[src/rtl/param_sync_fifo.sv]
// Single-clock FIFO with programmable almost thresholds, occupancy count, sticky errors and any depth >= 2.
// Optional macro SYNC_FIFO_FWFT_EN selects first-word fall-through read data instead of the 1-cycle registered read.
module param_sync_fifo #(
    parameter int DataSize      = 3,
    parameter int Depth         = 8,
    parameter int AlmostFullTh  = 6,
    parameter int AlmostEmptyTh = 2
) (
    input  logic                       Clk,
    input  logic                       Resetn,
    input  logic                       Push,
    input  logic                       Pop,
    input  logic [DataSize-1:0]        DataIn,
    input  logic                       ErrClr,
    output logic [DataSize-1:0]        DataOut,
    output logic                       full,
    output logic                       empty,
    output logic                       almost_full,
    output logic                       almost_empty,
    output logic [$clog2(Depth+1)-1:0] Count,
    output logic                       overflow,
    output logic                       underflow
);

    localparam int CntW = $clog2(Depth + 1);
    localparam int PtrW = $clog2(Depth);

    if (AlmostFullTh < 1 || AlmostFullTh > Depth) begin : g_bad_af
        $error("param_sync_fifo: AlmostFullTh=%0d outside 1..%0d", AlmostFullTh, Depth);
    end
    if (AlmostEmptyTh < 0 || AlmostEmptyTh > Depth - 1) begin : g_bad_ae
        $error("param_sync_fifo: AlmostEmptyTh=%0d outside 0..%0d", AlmostEmptyTh, Depth - 1);
    end

    logic [DataSize-1:0] mem [Depth];
    logic [PtrW-1:0]     wptr;
    logic [PtrW-1:0]     rptr;
    logic [CntW-1:0]     count_next;
    logic                wr_ok;
    logic                rd_ok;

    // Explicit compare so non-power-of-two depths wrap at Depth-1.
    function automatic logic [PtrW-1:0] ptr_inc(input logic [PtrW-1:0] p);
        return (p == PtrW'(Depth - 1)) ? '0 : p + PtrW'(1);
    endfunction

    // A push while full is still accepted when a pop frees the head slot on the same edge.
    assign wr_ok = Push && (!full || Pop);
    assign rd_ok = Pop && !empty;

    always_comb begin
        count_next = Count;
        if (wr_ok && !rd_ok) begin
            count_next = Count + CntW'(1);
        end else if (!wr_ok && rd_ok) begin
            count_next = Count - CntW'(1);
        end
    end

    // NOTE: storage has no reset; only pointers and count define which entries are valid.
    always_ff @(posedge Clk) begin
        if (wr_ok) begin
            mem[wptr] <= DataIn;
        end
    end

    // NOTE: non-blocking assignments keep every register sampling pre-edge values.
    always_ff @(posedge Clk or negedge Resetn) begin
        if (!Resetn) begin
            wptr         <= '0;
            rptr         <= '0;
            Count        <= '0;
            full         <= 1'b0;
            empty        <= 1'b1;
            almost_full  <= 1'b0;
            almost_empty <= 1'b1;
        end else begin
            if (wr_ok) wptr <= ptr_inc(wptr);
            if (rd_ok) rptr <= ptr_inc(rptr);
            Count        <= count_next;
            full         <= (count_next == CntW'(Depth));
            empty        <= (count_next == '0);
            almost_full  <= (count_next >= CntW'(AlmostFullTh));
            almost_empty <= (count_next <= CntW'(AlmostEmptyTh));
        end
    end

    // Set beats clear when both happen on one edge.
    always_ff @(posedge Clk or negedge Resetn) begin
        if (!Resetn) begin
            overflow  <= 1'b0;
            underflow <= 1'b0;
        end else begin
            if (Push && full && !Pop) overflow <= 1'b1;
            else if (ErrClr)          overflow <= 1'b0;
            if (Pop && empty)         underflow <= 1'b1;
            else if (ErrClr)          underflow <= 1'b0;
        end
    end

`ifdef SYNC_FIFO_FWFT_EN
    logic [PtrW-1:0] rptr_next;
    logic            head_is_new;

    assign rptr_next = rd_ok ? ptr_inc(rptr) : rptr;
    // The new head is the word being written when nothing else remains queued after this edge.
    assign head_is_new = wr_ok && ((Count == '0) || ((Count == CntW'(1)) && rd_ok));

    always_ff @(posedge Clk or negedge Resetn) begin
        if (!Resetn) begin
            DataOut <= '0;
        end else if (count_next != '0) begin
            DataOut <= head_is_new ? DataIn : mem[rptr_next];
        end
    end
`else
    always_ff @(posedge Clk or negedge Resetn) begin
        if (!Resetn) begin
            DataOut <= '0;
        end else if (rd_ok) begin
            DataOut <= mem[rptr];
        end
    end
`endif

endmodule

[config.mk]
export PLATFORM = sky130hd
export DESIGN_NAME = param_sync_fifo
export DESIGN_NICKNAME = d
export VERILOG_FILES = /design/src/rtl/param_sync_fifo.sv
export SDC_FILE = /design/constraint.sdc
export NUM_CORES = 1
export LEC_CHECK = 0
export BUFFER_PORTS_ARGS = -buffer_cell sky130_fd_sc_hd__buf_2
export CAP_MARGIN = 20
export CELL_PAD_IN_SITES_DETAIL_PLACEMENT = 0
export CELL_PAD_IN_SITES_GLOBAL_PLACEMENT = 2
export CORE_MARGIN = 8
export CORE_UTILIZATION = 41
export CTS_CLUSTER_SIZE = 30
export DETAILED_ROUTE_END_ITERATION = 6
export GPL_TIMING_DRIVEN = 0
export MAX_ROUTING_LAYER = met4
export PLACE_DENSITY = 0.76
export SYNTH_ARGS = -nofsm -noshare
export SYNTH_HDL_FRONTEND = slang
export SYNTH_SLANG_ARGS = --single-unit
[constraint.sdc]
create_clock -name Clk -period 2.1 [get_ports Clk]
set_input_delay 0 -clock Clk [delete_from_list [all_inputs] [get_ports Clk]]
set_output_delay 0 -clock Clk [all_outputs]
set_load 0.005 [all_outputs]
==> results of run 1 <==
## cell type report
cell class | instances | area, um^2
Multi-Input combinational cell | 69 | 611
Timing Repair Buffer | 25 | 155
Sequential cell | 43 | 1200
Inverter | 7 | 26.3
Buffer | 4 | 17.5
Clock inverter | 1 | 30.0
Clock buffer | 7 | 76.3
Tap cell | 52 | 65.1
Fill cell | 384 | 2170
## per-stage QoR
stage	std cells	instance area (um^2)	util [%]
after global routing	208	2180	50.1
after detailed placement	194	2010	46.2
after floorplan	123	1850	-
after CTS	208	2180	50.1
final	208	2180	50.1
after global placement	194	2010	46.2
## logic make-up after synthesis
logic type	count (synthesis)	synth area share, %
flip-flops	43	64.7
AND/OR/NAND/NOR	30	9.12
AO/OA/AOI/OAI	17	6.62
multiplexers	13	11.3
buffers and inverters	11	2.36
adder cells (fa/ha/maj)	6	4.05
XOR/XNOR	3	1.82
## routing by layer
layer | vias to the layer above | wire [um]
met3 | 6 | 141
met2 | 18 | 1660
met4 | 0 | 62
li1 | 525 | -
met5 | - | 0
met1 | 537 | 1500
## synthesized netlist by cell type, drive strengths merged
cell    instances
o22ai           2
edfxtp         24
or4             1
a21oi           2
nor3            6
a22oi           1
xnor2           2
mux4            6
nand3           2
and3            1
mux2            4
o21ai           6
ha              6
xor2            1
nor2            6
a21o            3
dfstp           2
a211oi          1
mux2i           3
clkbuf          2
and4            1
buf             2
inv             7
o221a           1
nand2           6
dfrtp          17
nor4            3
nand2b          4
o21a            1
## worst paths after layout
path / endpoint / cells past startpoint / start
max: empty / 5 / Count[1]
min: overflow / 3 / Push
max reg2reg: empty / 5 / Count[1]
min reg2reg: DataOut[1] / 2 / DataOut[1]
max in group asynchronous: almost_empty / 2 / Resetn
min in group asynchronous: rptr[0] / 2 / Resetn
## registers in the layout (all words and copies together) (netlist names)
signal        count
almost_empty      1
mem              24
almost_full       1
full              1
underflow         1
DataOut           3
wptr              3
empty             1
rptr              3
Count             4
overflow          1
## power groups by stage
stage / registers [mW] / logic, mW / clock network (mW)
3_5_place_dp: 1.37 / 1.10 / 0
2_1_floorplan: 1.34 / 0.779 / 0
5_1_grt: 1.39 / 1.22 / 0.669
4_1_cts: 1.35 / 1.12 / 0.632
3_3_place_gp: 1.35 / 1.07 / 0
6_report: 1.35 / 1.09 / 0.617
## timing repair
| action | in CTS | in global routing |
|---|---|---|
| hold buffers | 6 | 0 |
| hold endpoints to repair | 44 | 0 |
| setup endpoints to repair | 0 | 0 |
## worst min-delay path, cell delays in order
cell	delay (ns)
buf_2	0.16
inv_2	0.08
o22ai_1	0.06
==> impl_metrics.csv, run 1 <==
group,metric,value,unit
outcome,status,"complete, no violations",
route,drt_pass1_iterations,4,
placed_design,gp_congestion,0.694,
synth,syn_nets,137,
placed_design,place_hpwl,2510,um
clock_network,cts.path.max_buffers,2,
clock_network,numCtsBuffers,5,
power_and_ir_drop,pwr_density_cell,1400,nW/um^2
clock_network,numClockSinks,43,
run,maxCapViolCount,0,
sta,fin_crit,1.87,ns
sta,maxSlewViolCount,0,
sta,rsz0062_at_grt,"no",
synth,yosysWarnings,0,
global_routing,grt_pass1_wl,5410,um
clock_network,h-tree-depth,2,
power_and_ir_drop,p_seq_share,44.2,%
power_and_ir_drop,p_leak,0.892,nW
die,dieWidth,83.2,um
global_routing,grt_max_degree,20,
synth,synth.distinct_cells,33,
placed_design,preCtsSetupSlack,0.205,ns
route,ant_nets,0,
setup_path,cp.required,2.30,ns
die,core_area,4350,um^2
global_routing,antenna_found_initial,0,
global_routing,gr-total-overflow,0,
synth,yosys.area.top_type_share,38.9,%
layout,syn2layout_area_growth,17.6,%
clock_network,postCtsSetupRepairBufs,0,
setup_path,start_kind,"flip-flop",
synth,seq_area_frac_synth,64.7,%
synth,yosys-top-cells-area,"edfxtp_1 39%, dfrtp_1 23%, mux4_2 7.3%",
worst_hold_path,hold_class,"input pin to flip-flop",
setup_path,crit_family,"simple AND/OR/NAND/NOR gates",
sta,setup_viol,0,
global_routing,met1_usage,11.7,%
route,viasPerCell,5.22,
route,wl,3360,um
clock_network,clk_pin_slew,0.08,ns
setup_path,cp.arrival,2.07,ns
layout,diodes,0,
global_routing,grt_pass1_vias,1103,
sta,skew,0.0115,ns
route,drc,0,
synth,netlist_instances,123,
clock_network,cts_resized,0,
layout,drive_gt1_share,30.1,%
sta,fin_ws,0.225,ns
power_and_ir_drop,combPwrFrac,35.6,%
synth,syn_avg_cell_area,15.1,um^2
synth,synth_top_cell_by_area,"edfxtp_1",
setup_path,cp.buffers_inverters,1,
clock_network,ctsRootBufferMaster,"clkbuf_8",
die,die_area,6930,um^2
global_routing,top_usage_layer,"met2",
setup_path,r2r_setup_slack,0.23,ns
setup_path,crit_slowest_cell,"or4_1",
die,die_y,83.2,um
global_routing,met3_usage,3.91,%
setup_path,cp_max_fo,9,
clock_network,cts_tree,"yes",
clock_network,clk_latency,0.29,ns
route,avgRoutedWirePerCell,16.1,um
power_and_ir_drop,p_switching,1.01,mW
setup_path,crit_chain,"or4_1 > o21a_1 > xor2_1 > inv_2 > nor4_2",
layout,final_cell_mix,"24 x edfxtp_1, 21 x buf_2, 17 x dfrtp_1",
global_routing,use_met2,15.3,%
route,vias,1086,
setup_path,critPathMaxStageDelay,0.53,ns
synth,synth_area,1850,um^2
setup_path,path_class,"flip-flop to flip-flop",
die,ios,21,
route,drt_iter0_markers,56,
placed_design,portBuffers,19,
power_and_ir_drop,intPower,2.05,mW
die,start_util,42.6,%
layout,final_common_cell,"edfxtp_1",
sta,slew_headroom,47.4,%
die,rows,24,
sta,hold_viol_final,0,
sta,max_freq,533,MHz
sta,worst_pin_slew,0.781,ns
sta,whs,0.0514,ns
power_and_ir_drop,swShare,32.9,%
power_and_ir_drop,p_total,3.05,mW
sta,period_share,89.3,%
power_and_ir_drop,vdd_drop_max,861,uV
synth,ys_ff_latch,43,
layout,fin_nets,169,
power_and_ir_drop,clkPwrFrac,20.2,%
global_routing,grt_use_total,10.1,%
setup_path,endpoint_kind,"flip-flop",
sta,tns,0,ns
Power figures use the tool's default switching activity.
==> run 2: changes to the inputs <==
Clock period 2.1 ns to 1.9 ns, I/O delays scaled along.
==> run 2 against run 1 <==
Count of clock-buffer cells in the layout stayed put. Largest cell class unchanged. Global-route usage did not move. Register-to-register slack got worse by 0.13 ns. Clock skew fell by 0.0029 ns. Utilization is 0.46 points higher. Combinational power rose by 12%. Non-clock buffer count unchanged. Hold slack is essentially flat.
==> impl_metrics.csv, run 2 (synthesis gave the netlist of run 1 again) <==
group,metric,value,unit
layout,regMostFlops,"mem",
setup_path,cp.arrival,2.00,ns
die,ios,21,
setup_path,cp_max_fo,9,
worst_hold_path,min_path_cells,3,
die,core_area,4350,um^2
clock_network,numClockSinks,43,
placed_design,gp_congestion,0.694,
layout,final_cell_mix,"24 x edfxtp_1, 21 x buf_2, 16 x dfrtp_1",
clock_network,ctsRootBufferMaster,"clkbuf_8",
sta,tns,0,ns
worst_hold_path,hold_end,"overflow",
global_routing,grt_pass1_wl,5410,um
setup_path,r2r_setup_slack,0.1,ns
die,die_y,83.2,um
power_and_ir_drop,p_leak,0.895,nW
setup_path,endpoint_kind,"flip-flop",
sta,worst_pin_slew,0.504,ns
route,drt_pass1_iterations,4,
route,drt_iter0_markers,71,
setup_path,r2r_cells,5,
setup_path,cp.required,2.10,ns
layout,largest_reg_flops,24,
global_routing,grt_use_total,10.1,%
die,dieWidth,83.2,um
global_routing,antenna_found_initial,0,
power_and_ir_drop,pwr_density_cell,1550,nW/um^2
clock_network,cts_tree,"yes",
placed_design,portBuffers,19,
layout,diodes,0,
route,vias,1095,
setup_path,path_class,"flip-flop to flip-flop",
setup_path,reg2reg_to,"empty",
placed_design,preCtsSetupSlack,0.00543,ns
route,avgRoutedWirePerCell,16.1,um
layout,drive_gt1_share,32.7,%
clock_network,clk_pin_slew,0.08,ns
clock_network,cts.path.max_buffers,2,
sta,rsz0062_at_grt,"no",
die,start_util,42.6,%
sta,fin_ws,0.0963,ns
clock_network,h-tree-depth,2,
sta,period_share,94.9,%
sta,max_freq,554,MHz
route,ant_nets,0,
sta,hold_viol_final,0,
layout,top_regs,"mem (24), Count (4)",
sta,skew,0.00857,ns
layout,fin_nets,169,
worst_hold_path,hold_start,"Push",
sta,fin_crit,1.80,ns
layout,final_common_cell,"edfxtp_1",
layout,fill_cells,378,
worst_hold_path,hold_class,"input pin to flip-flop",
route,wl,3350,um
route,viasPerCell,5.26,
die,die_area,6930,um^2
global_routing,grt_pass1_vias,1103,
layout,final_util,50.5,%
sta,setup_viol,0,
sta,maxSlewViolCount,0,
layout,syn2layout_area_growth,18.7,%
sta,slew_headroom,66.2,%
clock_network,clk_latency,0.29,ns
run,maxCapViolCount,0,
clock_network,numCtsBuffers,5,
setup_path,start_kind,"flip-flop",
global_routing,grt_max_degree,20,
outcome,status,"complete, no violations",
die,rows,24,
route,drc,0,
global_routing,gr-total-overflow,0,
placed_design,place_hpwl,2510,um
setup_path,r2r_start,"Count[1]",
power_and_ir_drop,vdd_drop_max,964,uV
run 2: cell counts in the layout (fill, tap and decap cells not counted):
Identical to the previous run, type by type.
run 2: what timing repair did:
item,CTS,global route
buffers inserted,0,0
hold buffers,6,0
endpoints found under the setup margin,0,7
resized for setup,0,4
hold endpoints to repair,44,0
run 2: cell type report:
| class | count | area, um^2 | share of cell area, % |
|---|---|---|---|
| clock buffers | 7 | 76.3 | 3.47 |
| repair buffers | 25 | 155 | 7.05 |
| inverters | 7 | 26.3 | 1.19 |
| multi-input cells | 69 | 629 | 28.6 |
| well taps | 52 | 65.1 | 2.96 |
| clock inverters | 1 | 30.0 | 1.37 |
| plain buffers | 4 | 17.5 | 0.796 |
| flip-flops and latches | 43 | 1200 | 54.6 |
run 2: worst max-delay path, cell delays in order (launching register included):
cell     delay (ns)
dfrtp_2        0.46
or4_1          0.52
o21a_1         0.21
xor2_2         0.17
inv_2          0.08
nor4_2         0.27
run 2: worst max-delay path by stage:
stage | slack (ns) | start | end | cells after the start
2_1_floorplan | 0.17 | Count[1] | empty | 5
3_5_place_dp | 0.005 | full | mem[0][1] | 3
5_1_grt | 0.03 | Count[1] | empty | 5
6_report | 0.1 | Count[1] | empty | 5
4_1_cts | 0.004 | Count[1] | empty | 5
3_3_place_gp | 0.07 | Count[1] | empty | 5
run 2: per-layer routing:
metal / routed length [um] / track usage (%) / up-vias / share of wire (%)
met3: 135 / 3.91 / 6 / 4.0
met2: 1660 / 15.3 / 22 / 49
met1: 1500 / 11.7 / 544 / 45
li1: - / - / 523 / -
met5: 0 / - / - / 0
met4: 60 / 4.47 / 0 / 1.8
run 2: stage by stage:
| step | cell area (um^2) | hold WS, ns | instances | total power [mW] |
|---|---|---|---|---|
| finish | 2200 | 0.0514 | 208 | 3.40 |
| detailed placement | 2010 | -0.0401 | 194 | 2.74 |
| global placement | 2010 | -0.0480 | 194 | 2.68 |
| floorplan | 1850 | -0.296 | 123 | 2.35 |
| global route | 2200 | 0.0434 | 208 | 3.65 |
| CTS | 2180 | 0.0372 | 208 | 3.43 |
run 2: power by group:
part,switching (mW),leakage [nW],internal [mW],total [mW]
Sequential,0.223,0.445,1.28,1.51
Combinational,0.618,0.398,0.598,1.22
Clock,0.284,0.0524,0.393,0.677
==> run 3: changes to the inputs <==
Settings changed: BUFFER_PORTS_ARGS -buffer_cell sky130_fd_sc_hd__buf_2 to -buffer_cell sky130_fd_sc_hd__buf_4, GPL_TIMING_DRIVEN 0 to 1.
Clock period 1.9 ns to 1.7 ns, I/O delays scaled along.
==> run 3 against run 2 <==
The run now ends with negative setup slack left. Combinational power is 33% higher. Critical path type unchanged. Hold slack got worse by 0.029 ns. Routed wire length up 3.9%.
==> impl_metrics.csv, run 3 (synthesis gave the netlist of run 1 again) <==
group,metric,value,unit
layout,regMostFlops,"mem",
layout,design_area,2310,um^2
clock_network,clk_latency,0.29,ns
global_routing,grt_max_degree,20,
global_routing,grt_pass1_wl,5880,um
global_routing,top_usage_layer,"met2",
global_routing,met1_usage,13.4,%
die,core_area,4350,um^2
sta,worst_pin_slew,0.420,ns
setup_path,r2r_cells,5,
route,viasPerCell,5.03,
placed_design,portBuffers,20,
worst_hold_path,hold_start,"Push",
placed_design,place_hpwl,2580,um
worst_hold_path,hold_end,"overflow",
sta,skew,0.00353,ns
clock_network,ctsRootBufferMaster,"clkbuf_8",
layout,drive_gt1_share,38.4,%
layout,final_cell_mix,"31 x buf_4, 24 x edfxtp_1, 16 x dfrtp_1",
die,die_y,83.2,um
clock_network,h-tree-depth,2,
power_and_ir_drop,vdd_drop_max,787,uV
sta,period_share,103,%
setup_path,crit_start,"Count[0]",
layout,fill_cells,365,
die,start_util,42.6,%
setup_path,r2r_setup_slack,-0.05,ns
sta,hold_viol_final,0,
setup_path,cp_max_fo,4,
setup_path,cp.required,1.90,ns
route,ant_nets,0,
clock_network,numCtsBuffers,5,
setup_path,reg2reg_to,"empty",
route,drt_iter0_markers,86,
setup_path,start_kind,"flip-flop",
clock_network,cts.path.max_buffers,2,
outcome,status,"finished, violations left",
die,rows,24,
run,maxCapViolCount,0,
route,vias,1086,
layout,register_area,1200,um^2
sta,rsz0062_at_grt,"yes",
route,drc,0,
outcome,violations,"negative setup slack",
die,die_area,6930,um^2
global_routing,antenna_found_initial,0,
layout,largest_reg_flops,24,
setup_path,path_class,"flip-flop to flip-flop",
layout,multiInputGateArea,638,um^2
sta,max_freq,572,MHz
sta,setup_viol,4,
layout,fin_nets,177,
sta,maxSlewViolCount,0,
sta,fin_ws,-0.0469,ns
global_routing,grt_pass1_vias,1164,
route,avgRoutedWirePerCell,16.1,um
global_routing,met3_usage,3.03,%
power_and_ir_drop,p_total,3.98,mW
setup_path,r2r_start,"Count[0]",
placed_design,post_dp_cell_area,2140,um^2
die,ios,21,
global_routing,use_met2,16.1,%
worst_hold_path,min_path_cells,3,
layout,syn2layout_area_growth,24.8,%
power_and_ir_drop,p_leak,0.954,nW
clock_network,cts_tree,"yes",
layout,top_regs,"mem (24), Count (4)",
route,wl,3480,um
die,dieWidth,83.2,um
setup_path,cp.arrival,1.95,ns
worst_hold_path,hold_class,"input pin to flip-flop",
sta,slew_headroom,71.9,%
power_and_ir_drop,pwr_density_cell,1720,nW/um^2
clock_network,clk_pin_slew,0.07,ns
global_routing,gr-total-overflow,0,
setup_path,endpoint_kind,"flip-flop",
clock_network,numClockSinks,43,
sta,fin_crit,1.75,ns
placed_design,gp_congestion,0.758,
layout,final_common_cell,"buf_4",
route,drt_pass1_iterations,4,
global_routing,grt_use_total,10.8,%
layout,diodes,0,
## run 3: worst max-delay path by stage
stage	end	slack (ns)	depth (start not counted)
floorplan	empty	0.01	5
global placement	empty	0.06	5
detailed placement	empty	-0.01	5
CTS	empty	-0.04	5
global route	empty	-0.14	5
finish	empty	-0.05	5
## run 3: worst max-delay path: stages (launching register included)
cell and delay, ns:
dfrtp_1 0.38, or4_4 0.53, o21a_1 0.23, xor2_2 0.22
inv_2 0.10, nor4_4 0.20
## run 3: what timing repair did
action / CTS / global route
hold endpoints to repair: 45 / 0
setup endpoints to repair: 1 / 5
hold buffers: 6 / 0
resized for setup: 0 / 5
pin swaps: 0 / 6
setup buffers: 0 / 0
## run 3: power breakdown
| part | internal, mW | leakage, nW | switching [mW] |
|---|---|---|---|
| Clock | 0.327 | 0.0482 | 0.318 |
| Sequential | 1.43 | 0.444 | 0.280 |
| Combinational | 0.873 | 0.462 | 0.751 |
| Total | 2.63 | 0.954 | 1.35 |
## run 3: per-stage QoR
stage / util, % / std cells / worst slack, ns / setup TNS (ns) / hold WS, ns
6_report: 53.1 / 216 / -0.0469 / -0.112 / 0.0225
5_1_grt: 53.1 / 216 / -0.143 / -0.463 / 0.0253
4_1_cts: 52.6 / 216 / -0.0407 / -0.0407 / 0.00137
3_5_place_dp: 49.2 / 202 / -0.0149 / -0.0149 / -0.113
3_3_place_gp: 49.2 / 202 / 0.0597 / 0 / -0.116
2_1_floorplan: - / 123 / 0.0149 / 0 / -0.296
## run 3: cell type report
type,count,area share [%]
Sequential cell,43,51.9
Multi-Input combinational cell,69,27.6
Clock buffer,7,3.73
Clock inverter,1,0.216
Tap cell,52,2.81
Timing Repair Buffer,37,12.7
Inverter,7,1.14
## run 3: routing by layer
metal	wire [um]	vias up
met1	1600	529
met2	1730	18
met3	119	3
li1	-	536
met5	0	-
met4	30	0
